[src/rtl/cg_reg_bank_if.sv]
// Bus bundle for cg_reg_bank: per-channel write enables and data in,
// registered data/pulse/gating-advice and saved-cycle count out.
//
// Timing contract: there is no back-pressure. The master drives en, d_in and
// clr_cnt, and the bank samples them at every rising clock edge. Each output
// is registered and reflects the inputs seen at the previous edge.
interface cg_reg_bank_if #(
    parameter int WIDTH = 8,
    parameter int N     = 2,
    parameter int CNT_W = 16
);
    logic [N-1:0]       en;
    logic [N*WIDTH-1:0] d_in;
    logic               clr_cnt;
    logic [N*WIDTH-1:0] d_out;
    logic [N-1:0]       upd;
    logic [N-1:0]       gate_req;
    logic [CNT_W-1:0]   saved_cnt;

    modport master (
        output en, d_in, clr_cnt,
        input  d_out, upd, gate_req, saved_cnt
    );

    modport slave (
        input  en, d_in, clr_cnt,
        output d_out, upd, gate_req, saved_cnt
    );
endinterface

[src/rtl/cg_reg_bank.sv]
// Bank of N independent WIDTH-bit enabled registers. Each channel has
// optional write suppression for unchanged data and an idle detector that
// raises gate_req. A saturating counter accumulates gated channel-cycles.
// The parameters must match those of the connected cg_reg_bank_if.
module cg_reg_bank #(
    parameter int WIDTH       = 8,
    parameter int N           = 2,
    parameter int IDLE_THRESH = 3,
    parameter int DATA_DRIVEN = 1,
    parameter int CNT_W       = 16
) (
    input logic          clk,
    input logic          rst,
    cg_reg_bank_if.slave bus
);
    localparam int IW = $clog2(IDLE_THRESH + 1);
    localparam int PW = $clog2(N + 1);
    localparam int SW = CNT_W + PW;
    localparam logic [IW-1:0] IDLE_MAX = IW'(IDLE_THRESH);
    localparam logic [SW-1:0] CNT_MAX  = {{PW{1'b0}}, {CNT_W{1'b1}}};

    logic [N*WIDTH-1:0] data_q;
    logic [N-1:0]       upd_q;
    logic [N-1:0]       gate_q;
    logic [IW-1:0]      idle_q [N];
    logic [CNT_W-1:0]   cnt_q;
    logic [N-1:0]       wr;
    logic [PW-1:0]      gated_cnt;
    logic [SW-1:0]      cnt_sum;

    // Effective write: enable, and (in data-driven mode) a changed value.
    // gate_req is deliberately not part of this decision.
    always_comb begin
        wr = '0;
        for (int i = 0; i < N; i++) begin
            wr[i] = bus.en[i] &&
                    ((DATA_DRIVEN == 0) ||
                     (bus.d_in[i*WIDTH +: WIDTH] != data_q[i*WIDTH +: WIDTH]));
        end
    end

    // Per-channel data register, update pulse and idle/gating tracking.
    always_ff @(posedge clk) begin
        if (rst) begin
            data_q <= '0;
            upd_q  <= '0;
            gate_q <= '0;
            for (int i = 0; i < N; i++) begin
                idle_q[i] <= '0;
            end
        end else begin
            for (int i = 0; i < N; i++) begin
                if (wr[i]) begin
                    data_q[i*WIDTH +: WIDTH] <= bus.d_in[i*WIDTH +: WIDTH];
                    upd_q[i]  <= 1'b1;
                    gate_q[i] <= 1'b0;
                    idle_q[i] <= '0;
                end else begin
                    upd_q[i] <= 1'b0;
                    // Idle count saturates at the threshold so it never wraps.
                    if (idle_q[i] != IDLE_MAX) begin
                        idle_q[i] <= idle_q[i] + 1'b1;
                    end
                    // Sticky once reached: idle_q stays at or above THRESH-1.
                    if ((int'(idle_q[i]) + 1) >= IDLE_THRESH) begin
                        gate_q[i] <= 1'b1;
                    end
                end
            end
        end
    end

    // Number of currently gated channels, added to the count with headroom.
    always_comb begin
        gated_cnt = '0;
        for (int i = 0; i < N; i++) begin
            gated_cnt = gated_cnt + PW'(gate_q[i]);
        end
        cnt_sum = SW'(cnt_q) + SW'(gated_cnt);
    end

    // Saturating saved-cycle counter; clear discards that cycle's increment.
    always_ff @(posedge clk) begin
        if (rst || bus.clr_cnt) begin
            cnt_q <= '0;
        end else if (cnt_sum > CNT_MAX) begin
            cnt_q <= '1;
        end else begin
            cnt_q <= cnt_sum[CNT_W-1:0];
        end
    end

    assign bus.d_out     = data_q;
    assign bus.upd       = upd_q;
    assign bus.gate_req  = gate_q;
    assign bus.saved_cnt = cnt_q;
endmodule

[src/flat_wrapper.sv]
// flat-port wrapper written by rule: the top's interface ports become plain ports
module cg_reg_bank_flat 
#(
    parameter int WIDTH       = 8,
    parameter int N           = 2,
    parameter int IDLE_THRESH = 3,
    parameter int DATA_DRIVEN = 1,
    parameter int CNT_W       = 16
)
  (clk, rst, bus_en, bus_d_in, bus_clr_cnt, bus_d_out, bus_upd, bus_gate_req, bus_saved_cnt);
  cg_reg_bank_if #(.WIDTH(WIDTH), .N(N), .CNT_W(CNT_W)) bus_i ();
  input logic clk;
  input logic rst;
  input wire logic [$bits(bus_i.en)-1:0] bus_en;
  input wire logic [$bits(bus_i.d_in)-1:0] bus_d_in;
  input wire logic [$bits(bus_i.clr_cnt)-1:0] bus_clr_cnt;
  output wire logic [$bits(bus_i.d_out)-1:0] bus_d_out;
  output wire logic [$bits(bus_i.upd)-1:0] bus_upd;
  output wire logic [$bits(bus_i.gate_req)-1:0] bus_gate_req;
  output wire logic [$bits(bus_i.saved_cnt)-1:0] bus_saved_cnt;
  assign bus_i.en = bus_en;
  assign bus_i.d_in = bus_d_in;
  assign bus_i.clr_cnt = bus_clr_cnt;
  assign bus_d_out = bus_i.d_out;
  assign bus_upd = bus_i.upd;
  assign bus_gate_req = bus_i.gate_req;
  assign bus_saved_cnt = bus_i.saved_cnt;
  cg_reg_bank #(.WIDTH(WIDTH), .N(N), .IDLE_THRESH(IDLE_THRESH), .DATA_DRIVEN(DATA_DRIVEN), .CNT_W(CNT_W)) u_core (.clk(clk), .rst(rst), .bus(bus_i));
endmodule
[config.mk]
export PLATFORM = sky130hd
export DESIGN_NAME = cg_reg_bank_flat
export DESIGN_NICKNAME = d
export VERILOG_FILES = /design/src/rtl/cg_reg_bank_if.sv /design/src/rtl/cg_reg_bank.sv /design/src/flat_wrapper.sv
export SDC_FILE = /design/constraint.sdc
export NUM_CORES = 1
export LEC_CHECK = 0
export BUFFER_PORTS_ARGS = -buffer_cell sky130_fd_sc_hd__buf_2
export CAP_MARGIN = 20
export CORE_ASPECT_RATIO = 0.9
export CORE_UTILIZATION = 45
export CTS_CLUSTER_DIAMETER = 40
export DETAILED_ROUTE_END_ITERATION = 8
export GPL_TIMING_DRIVEN = 0
export HOLD_SLACK_MARGIN = 0.03
export PLACE_DENSITY_LB_ADDON = 0.1
export SLEW_MARGIN = 20
export SYNTH_ARGS = -nofsm -noshare
export SYNTH_HDL_FRONTEND = slang
export SYNTH_SLANG_ARGS = --single-unit
[constraint.sdc]
create_clock -name clk -period 1.5 [get_ports clk]
set_input_delay 0.075 -clock clk [delete_from_list [all_inputs] [get_ports clk]]
set_output_delay 0.075 -clock clk [all_outputs]
set_load 0.01 [all_outputs]
==> flow_metrics.py, run 1 <==
metrics = {
    "clock_network": {
        "clkTransAtPathRegs_ns": 0.08,
        "cts-buffers-inserted": 5,
        "cts_hold_buf": 0,
        "clock_tree.htree_level_count": 2,
        "clock_sinks": 40,
        "cts_root_buf": "sky130_fd_sc_hd__clkbuf_8",
        "bufs_on_longest_clock_path": 2,
        "worst_skew_pair.late_latency_ns": 0.30,
        "tritoncts": "yes",
    },
    "yosys": {
        "post_synth_most_frequent_cells": "sky130_fd_sc_hd__nand2_1, sky130_fd_sc_hd__dfxtp_1, sky130_fd_sc_hd__xnor2_1, sky130_fd_sc_hd__mux2i_1, sky130_fd_sc_hd__a21oi_2",
        "synth.yosys.seq_area_share": 0.4272,
        "synth_enable_flop_cells": 4,
        "synth_area_per_cell_um2": 9.601,
        "post_synth_fa_ha_maj_area_fraction": 0.04832,
        "synthXorXnorAreaFrac": 0.1113,
        "yosysMostFrequentCell": "sky130_fd_sc_hd__nand2_1",
        "synth_area_leaders": "sky130_fd_sc_hd__dfxtp_1, sky130_fd_sc_hd__mux2i_1, sky130_fd_sc_hd__xnor2_1",
        "synth_compound_area_frac": 0.09154,
        "yosysWarningCount": 0,
        "synth_async_sr_flop_share": 0,
        "post_synth_mux_area_share": 0.08137,
        "postSynth.topFlopCell": "sky130_fd_sc_hd__dfxtp_1",
        "synth.net_count": 233,
        "largest_family_of_logic_cells_by_synthesized_area": "simple AND/OR/NAND/NOR gates",
        "synth_area_leader": "sky130_fd_sc_hd__dfxtp_1",
        "syn-instance-count": 205,
        "synth_top_area_share": 0.3662,
        "synth_simple_gate_area_share": 0.1971,
        "synth-seq-cells": 40,
        "syn-cell-area_um2": 1968,
        "synthDistinctLibCells": 34,
    },
    "cells_and_area": {
        "layout.area.seq_um2": 850.8,
        "multi_input_logic_area_um2": 1104,
        "final.fill_count": 391,
        "syn_to_layout_area_delta_pct": 27.65,
        "finished_cell_area_um2": 2512,
        "final_cell_count_no_fill": 318,
        "final_net_count": 297,
        "post_route_cells_drive_above_1_share": 0.3926,
        "n_antenna_cell": 0,
    },
    "global_route": {
        "grt_first_pass_wirelength_um": 6872,
        "maximum_number_of_pins_on_one_net_before_global_route_repair": 13,
        "initial_antenna_violation_count": 0,
        "groute.usage.overall": 0.1872,
        "global_route.overflow_total": 0,
        "first_global_vias": 1512,
    },
    "timing": {
        "count_of_endpoints_failing_setup_in_the_final_report": 0,
        "tightestPinTransition_ns": 0.4763,
        "clock_skew_ns": 0.007111,
        "unrepaired_setup_endpoints_after_global_routing": "yes",
        "max-slew-margin-rel": 0.6825,
        "final_hold_viol_count": 0,
        "layout_worst_path_cycle_share": 0.9700,
        "final_max_slew_viols": 0,
        "setup_tns_ns": 0,
        "highest_clock_rate_mhz": 687.3,
        "timing.final.crit_period_ns": 1.455,
    },
    "worst_setup_path": {
        "cpPeakStageDelay_ns": 0.43,
        "reg2reg_to": "u_core.bus.saved_cnt[7]$_SDFF_PP0_",
        "required_worst_endpoint_ns": 1.68,
        "arrival_ns": 1.63,
        "timing.critical_path.cells": "fa_2 > and2_4 > nand3_1 > xor2_1 > a21oi_2",
        "critPathCaptureType": "flop",
        "r2r_setup_slack_ns": 0.05,
        "worst_setup_path_class": "flop to flop",
        "crit_path_max_fanout": 7,
        "element_type_at_the_critical_path_start": "flop",
        "timing.reg2reg.worst_path_depth": 5,
        "worstReg2RegStart": "u_core.bus.gate_req[1]$_SDFFE_PP0P_",
        "cp_slowest_cell": "sky130_fd_sc_hd__fa_2",
    },
    "die": {
        "die_h_um": 64.74,
        "placementRows": 22,
        "core_region_area_um2": 4129,
        "design.die.area_um2": 4643,
        "initial_utilization": 0.4767,
        "io_pins": 57,
        "die-width_um": 71.71,
    },
    "worst_hold_path": {
        "worstHoldStart": "bus_d_in[2]",
        "hp-class": "primary input to flop",
        "worst_hold_path.num_cells": 3,
        "holdPathEnd": "u_core.bus.d_out[2]$_SDFFE_PP0P_",
    },
    "drt": {
        "post-route-drc-count": 0,
        "drt-initial-drc-count": 80,
        "wl_um": 4029,
        "route.detailed.vias_per_inst": 5.220,
        "drt-wirelength-per-cell_um": 12.67,
        "detailroute.via_count": 1660,
        "drt_pass1_iterations": 4,
        "route.antenna.remaining_nets": 0,
    },
    "place": {
        "dpl-instance-area_um2": 2316,
        "finalWeightedCongestion": 0.7414,
        "post-place-cells": 308,
        "place.port_buffers": 55,
        "dp_hpwl_um": 2936,
    },
    "power_and_ir_drop": {
        "power-per-cell-area_nw_per_um2": 903.1,
        "leakagePower_nw": 1.118,
        "worst_ir_drop_vdd_mv": 0.4714,
    },
    "status": {
        "outcome": "completed",
    },
    "run": {
        "count_of_max_cap_constraint_violations": 0,
    },
}
==> worst max-delay path by stage <==
stage                                             start                                  end  slack, ns  cells past startpoint
global placement    u_core.bus.gate_req[1]$_SDFFE_PP0P_  u_core.bus.saved_cnt[15]$_SDFF_PP0_      -0.08                      6
CTS                  u_core.bus.saved_cnt[6]$_SDFF_PP0_   u_core.bus.saved_cnt[8]$_SDFF_PP0_       0.03                      5
finish              u_core.bus.gate_req[1]$_SDFFE_PP0P_   u_core.bus.saved_cnt[7]$_SDFF_PP0_       0.05                      5
detailed placement  u_core.bus.gate_req[1]$_SDFFE_PP0P_  u_core.bus.saved_cnt[15]$_SDFF_PP0_      -0.09                      6
floorplan           u_core.bus.gate_req[1]$_SDFFE_PP0P_   u_core.bus.saved_cnt[8]$_SDFF_PP0_     -0.006                      6
global route        u_core.bus.gate_req[0]$_SDFFE_PP0P_  u_core.bus.saved_cnt[13]$_SDFF_PP0_      -0.03                      5
==> flip-flops by register name (all words and copies together), names as in the netlist <==
name and cells:
u_core.idle_q 4, u_core.bus.gate_req 2, u_core.bus.d_out 16, u_core.bus.upd 2
u_core.bus.saved_cnt 16
==> placed cells by master, fill, tap and decap left out, types with 5 or more instances in the layout <==
cell type	n
sky130_fd_sc_hd__inv_1	5
sky130_fd_sc_hd__nand2_1	34
sky130_fd_sc_hd__a21oi_2	10
sky130_fd_sc_hd__xnor2_1	17
sky130_fd_sc_hd__buf_4	6
sky130_fd_sc_hd__dfxtp_2	8
sky130_fd_sc_hd__mux2i_1	16
sky130_fd_sc_hd__clkbuf_8	5
sky130_fd_sc_hd__buf_2	57
sky130_fd_sc_hd__clkbuf_1	5
sky130_fd_sc_hd__nand3_1	6
sky130_fd_sc_hd__nor3_1	6
sky130_fd_sc_hd__nand4_1	7
sky130_fd_sc_hd__xor2_1	8
sky130_fd_sc_hd__dfxtp_1	28
==> critical path, delay by kind of cell (launching register included) <==
family / cells / cell delay, ns
xor+xnor: 1 / 0.20
fa+ha+maj: 1 / 0.43
simple gates: 2 / 0.32
compound gates: 1 / 0.07
flops: 1 / 0.33
==> kinds of logic (layout without fill, tap and decap cells) <==
| group | count (synthesis) | count (layout) |
|---|---|---|
| AND/OR/NAND/NOR | 75 | 75 |
| multiplexers | 16 | 16 |
| flip-flops | 40 | 40 |
| AO/OA/AOI/OAI | 24 | 24 |
| XOR/XNOR | 25 | 25 |
| adder cells (fa/ha/maj) | 7 | 7 |
| buffers and inverters | 18 | 83 |
==> layer usage <==
metal / global-route usage / share of wire
met3: 0.06221 / 0.045
met1: 0.2633 / 0.51
met4: 0.04412 / 0.0082
met2: 0.2759 / 0.44
met5: 0 / 0
==> through the flow <==
step           utilization  worst slack [ns]  power, mW  hold WS, ns
2_1_floorplan            -         -0.006317      1.319       0.2171
3_3_place_gp        0.5609          -0.08063      1.409       0.3448
3_5_place_dp        0.5609          -0.08743      1.412       0.3510
4_1_cts             0.5891           0.02619      2.275      0.03422
5_1_grt             0.6085          -0.02883      2.372      0.04106
6_report            0.6085           0.04505      2.269      0.03772
==> power by group <==
part	internal [mW]	switching, mW
Combinational	0.117	0.129
Sequential	1.12	0.0307
Clock	0.494	0.382
==> cell type report <==
class,count,area share
Tap cell,48,0.02390
Timing Repair Buffer,59,0.1215
Buffer,10,0.02490
Clock buffer,6,0.02888
Sequential cell,40,0.3386
Clock inverter,2,0.01394
Inverter,6,0.008964
Multi-Input combinational cell,147,0.4392
==> repair_timing <==
item	in CTS	in global routing
gates resized for setup	8	16
endpoints found under the setup margin	13	17
pin swaps	3	11
buffers inserted	0	4
endpoints found under the hold margin	0	0
Power figures use the tool's default switching activity.
==> run 2: changes to the inputs <==
--- a/config.mk
+++ b/config.mk
@@ -7,7 +7,7 @@
 export LEC_CHECK = 0
 export BUFFER_PORTS_ARGS = -buffer_cell sky130_fd_sc_hd__buf_2
 export CAP_MARGIN = 20
-export CORE_ASPECT_RATIO = 0.9
+export CORE_ASPECT_RATIO = 0.5
 export CORE_UTILIZATION = 45
 export CTS_CLUSTER_DIAMETER = 40
 export DETAILED_ROUTE_END_ITERATION = 8
==> constraint.sdc (replaced) <==
create_clock -name clk -period 1.4 [get_ports clk]
set_input_delay 0.07 -clock clk [delete_from_list [all_inputs] [get_ports clk]]
set_output_delay 0.07 -clock clk [all_outputs]
set_load 0.01 [all_outputs]
==> flow_metrics.py, run 2 (synthesized netlist as in run 1, its figures left out) <==
metrics = {
    "die": {
        "core_region_area_um2": 4044,
        "die-width_um": 95.53,
        "io_pins": 57,
        "design.die.area_um2": 4658,
        "initial_utilization": 0.4867,
        "die_h_um": 48.77,
        "placementRows": 16,
    },
    "global_route": {
        "grtUsageMet1": 0.2458,
        "maximum_number_of_pins_on_one_net_before_global_route_repair": 13,
        "groute.usage.overall": 0.1975,
        "initial_antenna_violation_count": 0,
        "grt_met2_use": 0.3226,
        "first_global_vias": 1521,
        "gr-max-usage-layer": "met2",
        "global_route.overflow_total": 0,
        "globalRouteMet3Util": 0.06761,
        "grt_first_pass_wirelength_um": 7017,
    },
    "worst_setup_path": {
        "timing.critical_path.cells": "fa_2 > ha_4 > nand4_4 > clkbuf_16 > a21oi_2",
        "element_type_at_the_critical_path_start": "flop",
        "crit_family": "adder cells",
        "critPathCaptureType": "flop",
        "cpPeakStageDelay_ns": 0.43,
        "arrival_ns": 1.66,
        "worst_setup_path_class": "flop to flop",
        "required_worst_endpoint_ns": 1.58,
        "cp_slowest_cell": "sky130_fd_sc_hd__fa_2",
        "crit_path_max_fanout": 7,
        "worstPathBufferInverterCount": 1,
    },
    "clock_network": {
        "bufs_on_longest_clock_path": 2,
        "clock_tree.htree_level_count": 2,
        "tritoncts": "yes",
        "cts_root_buf": "sky130_fd_sc_hd__clkbuf_8",
        "cts-buffers-inserted": 5,
        "clock_sinks": 40,
        "worst_skew_pair.late_latency_ns": 0.30,
        "clkTransAtPathRegs_ns": 0.08,
    },
    "power_and_ir_drop": {
        "leakagePower_nw": 1.222,
        "clockPowerShare": 0.388,
        "internal_power_mw": 1.911,
        "worst_ir_drop_vdd_mv": 0.5141,
        "sequential_share_of_power": 0.487,
        "switchingPower_uw": 620.2,
        "power_frac_comb": 0.126,
        "power-per-cell-area_nw_per_um2": 909.3,
        "power_mw": 2.531,
        "power.share.switching": 0.2450,
    },
    "timing": {
        "highest_clock_rate_mhz": 676.7,
        "max-slew-margin-rel": 0.6618,
        "tightestPinTransition_ns": 0.5072,
        "clock_skew_ns": 0.004353,
        "setup_tns_ns": -0.7545,
        "count_of_endpoints_failing_setup_in_the_final_report": 13,
        "unrepaired_setup_endpoints_after_global_routing": "yes",
        "layout_worst_path_cycle_share": 1.056,
        "final_hold_viol_count": 0,
        "finalHoldWorstSlack_ns": 0.03091,
        "final_max_slew_viols": 0,
        "timing.final.crit_period_ns": 1.478,
        "final.setup.worst_slack_ns": -0.07776,
    },
    "place": {
        "place.port_buffers": 55,
        "dp_hpwl_um": 2873,
        "dpl-instance-area_um2": 2327,
        "place_worst_setup_slack_ns": -0.1815,
        "finalWeightedCongestion": 0.8354,
    },
    "run": {
        "count_of_max_cap_constraint_violations": 0,
    },
    "worst_hold_path": {
        "hp-class": "primary input to flop",
    },
    "cells_and_area": {
        "finished_cell_area_um2": 2784,
        "post_route_cells_drive_above_1_share": 0.4626,
        "syn_to_layout_area_delta_pct": 41.45,
        "final_net_count": 308,
        "commonest_non_fill_non_tap_cell_in_the_layout": "sky130_fd_sc_hd__buf_2",
        "n_antenna_cell": 0,
        "most-common-layout-cells": "sky130_fd_sc_hd__buf_2, sky130_fd_sc_hd__nand2_1, sky130_fd_sc_hd__dfxtp_2",
    },
    "drt": {
        "wl_um": 4553,
        "route.antenna.remaining_nets": 0,
        "detailroute.via_count": 1732,
        "drt-wirelength-per-cell_um": 13.59,
        "drt_pass1_iterations": 4,
        "drt-initial-drc-count": 22,
        "route.detailed.vias_per_inst": 5.170,
        "post-route-drc-count": 0,
    },
    "status": {
        "outcome": "finished, violations left",
        "violations_in_the_final_reports": "setup timing",
    },
}
## run 2: cell types whose count changed in the layout (fill, tap and decap cells not counted), moves of 4 or more
| cell | delta |
|---|---|
| sky130_fd_sc_hd__nor4_4 | +4 |
| sky130_fd_sc_hd__dfxtp_1 | -12 |
| sky130_fd_sc_hd__dlygate4sd3_1 | +7 |
| sky130_fd_sc_hd__dfxtp_2 | +9 |
## run 2: final timing paths
check                                            from  depth (start not counted)  slack (ns)                                  to
setup / recovery  u_core.bus.gate_req[1]$_SDFFE_PP0P_                          5       -0.08  u_core.bus.saved_cnt[9]$_SDFF_PP0_
hold / removal                           bus_d_in[15]                          3        0.03   u_core.bus.d_out[15]$_SDFFE_PP0P_
setup reg to reg  u_core.bus.gate_req[1]$_SDFFE_PP0P_                          5       -0.08  u_core.bus.saved_cnt[9]$_SDFF_PP0_
hold reg to reg      u_core.bus.d_out[5]$_SDFFE_PP0P_                          2        0.47    u_core.bus.d_out[5]$_SDFFE_PP0P_
## run 2: cell type report
class	instances	area (µm²)
inverters	6	22.52
multi-input cells	147	1191
clock buffers	8	121.4
fillers	323	1260
plain buffers	10	70.07
well taps	54	67.56
repair buffers	70	437.9
flip-flops and latches	40	873.3
## run 2: per-layer routing
metal  vias up  wire length [µm]  share of wire
li1        858                 -              -
met1       836              2113           0.46
met2        31              2168           0.48
met3         7               218          0.048
met4         0                53          0.012
met5         -                 0              0
## run 2: power by group through the flow
stage / clock network [mW] / logic, mW / registers [mW]
after CTS: 0.996 / 0.286 / 1.23
after global routing: 1.05 / 0.345 / 1.24
after floorplan: 0 / 0.145 / 1.27
after detailed placement: 0 / 0.258 / 1.26
final: 0.981 / 0.319 / 1.23
after global placement: 0 / 0.253 / 1.25
## run 2: tightest hold or removal path, stage by stage
cell                      delay, ns
sky130_fd_sc_hd__buf_2         0.11
sky130_fd_sc_hd__nand2_1       0.05
sky130_fd_sc_hd__mux2i_1       0.06
## run 2: per-stage QoR
stage / cells / utilization
6_report: 335 / 0.6884
5_1_grt: 335 / 0.6884
4_1_cts: 329 / 0.6383
3_5_place_dp: 314 / 0.5755
3_3_place_gp: 314 / 0.5755
2_1_floorplan: 205 / -
## run 2: timing repair
item | in CTS | in global routing
pin swaps | 8 | 19
cloned | 0 | 3
setup endpoints to repair | 17 | 24
resized for setup | 20 | 35
setup buffers | 1 | 3
hold endpoints to repair | 8 | 0
hold buffers | 8 | 0
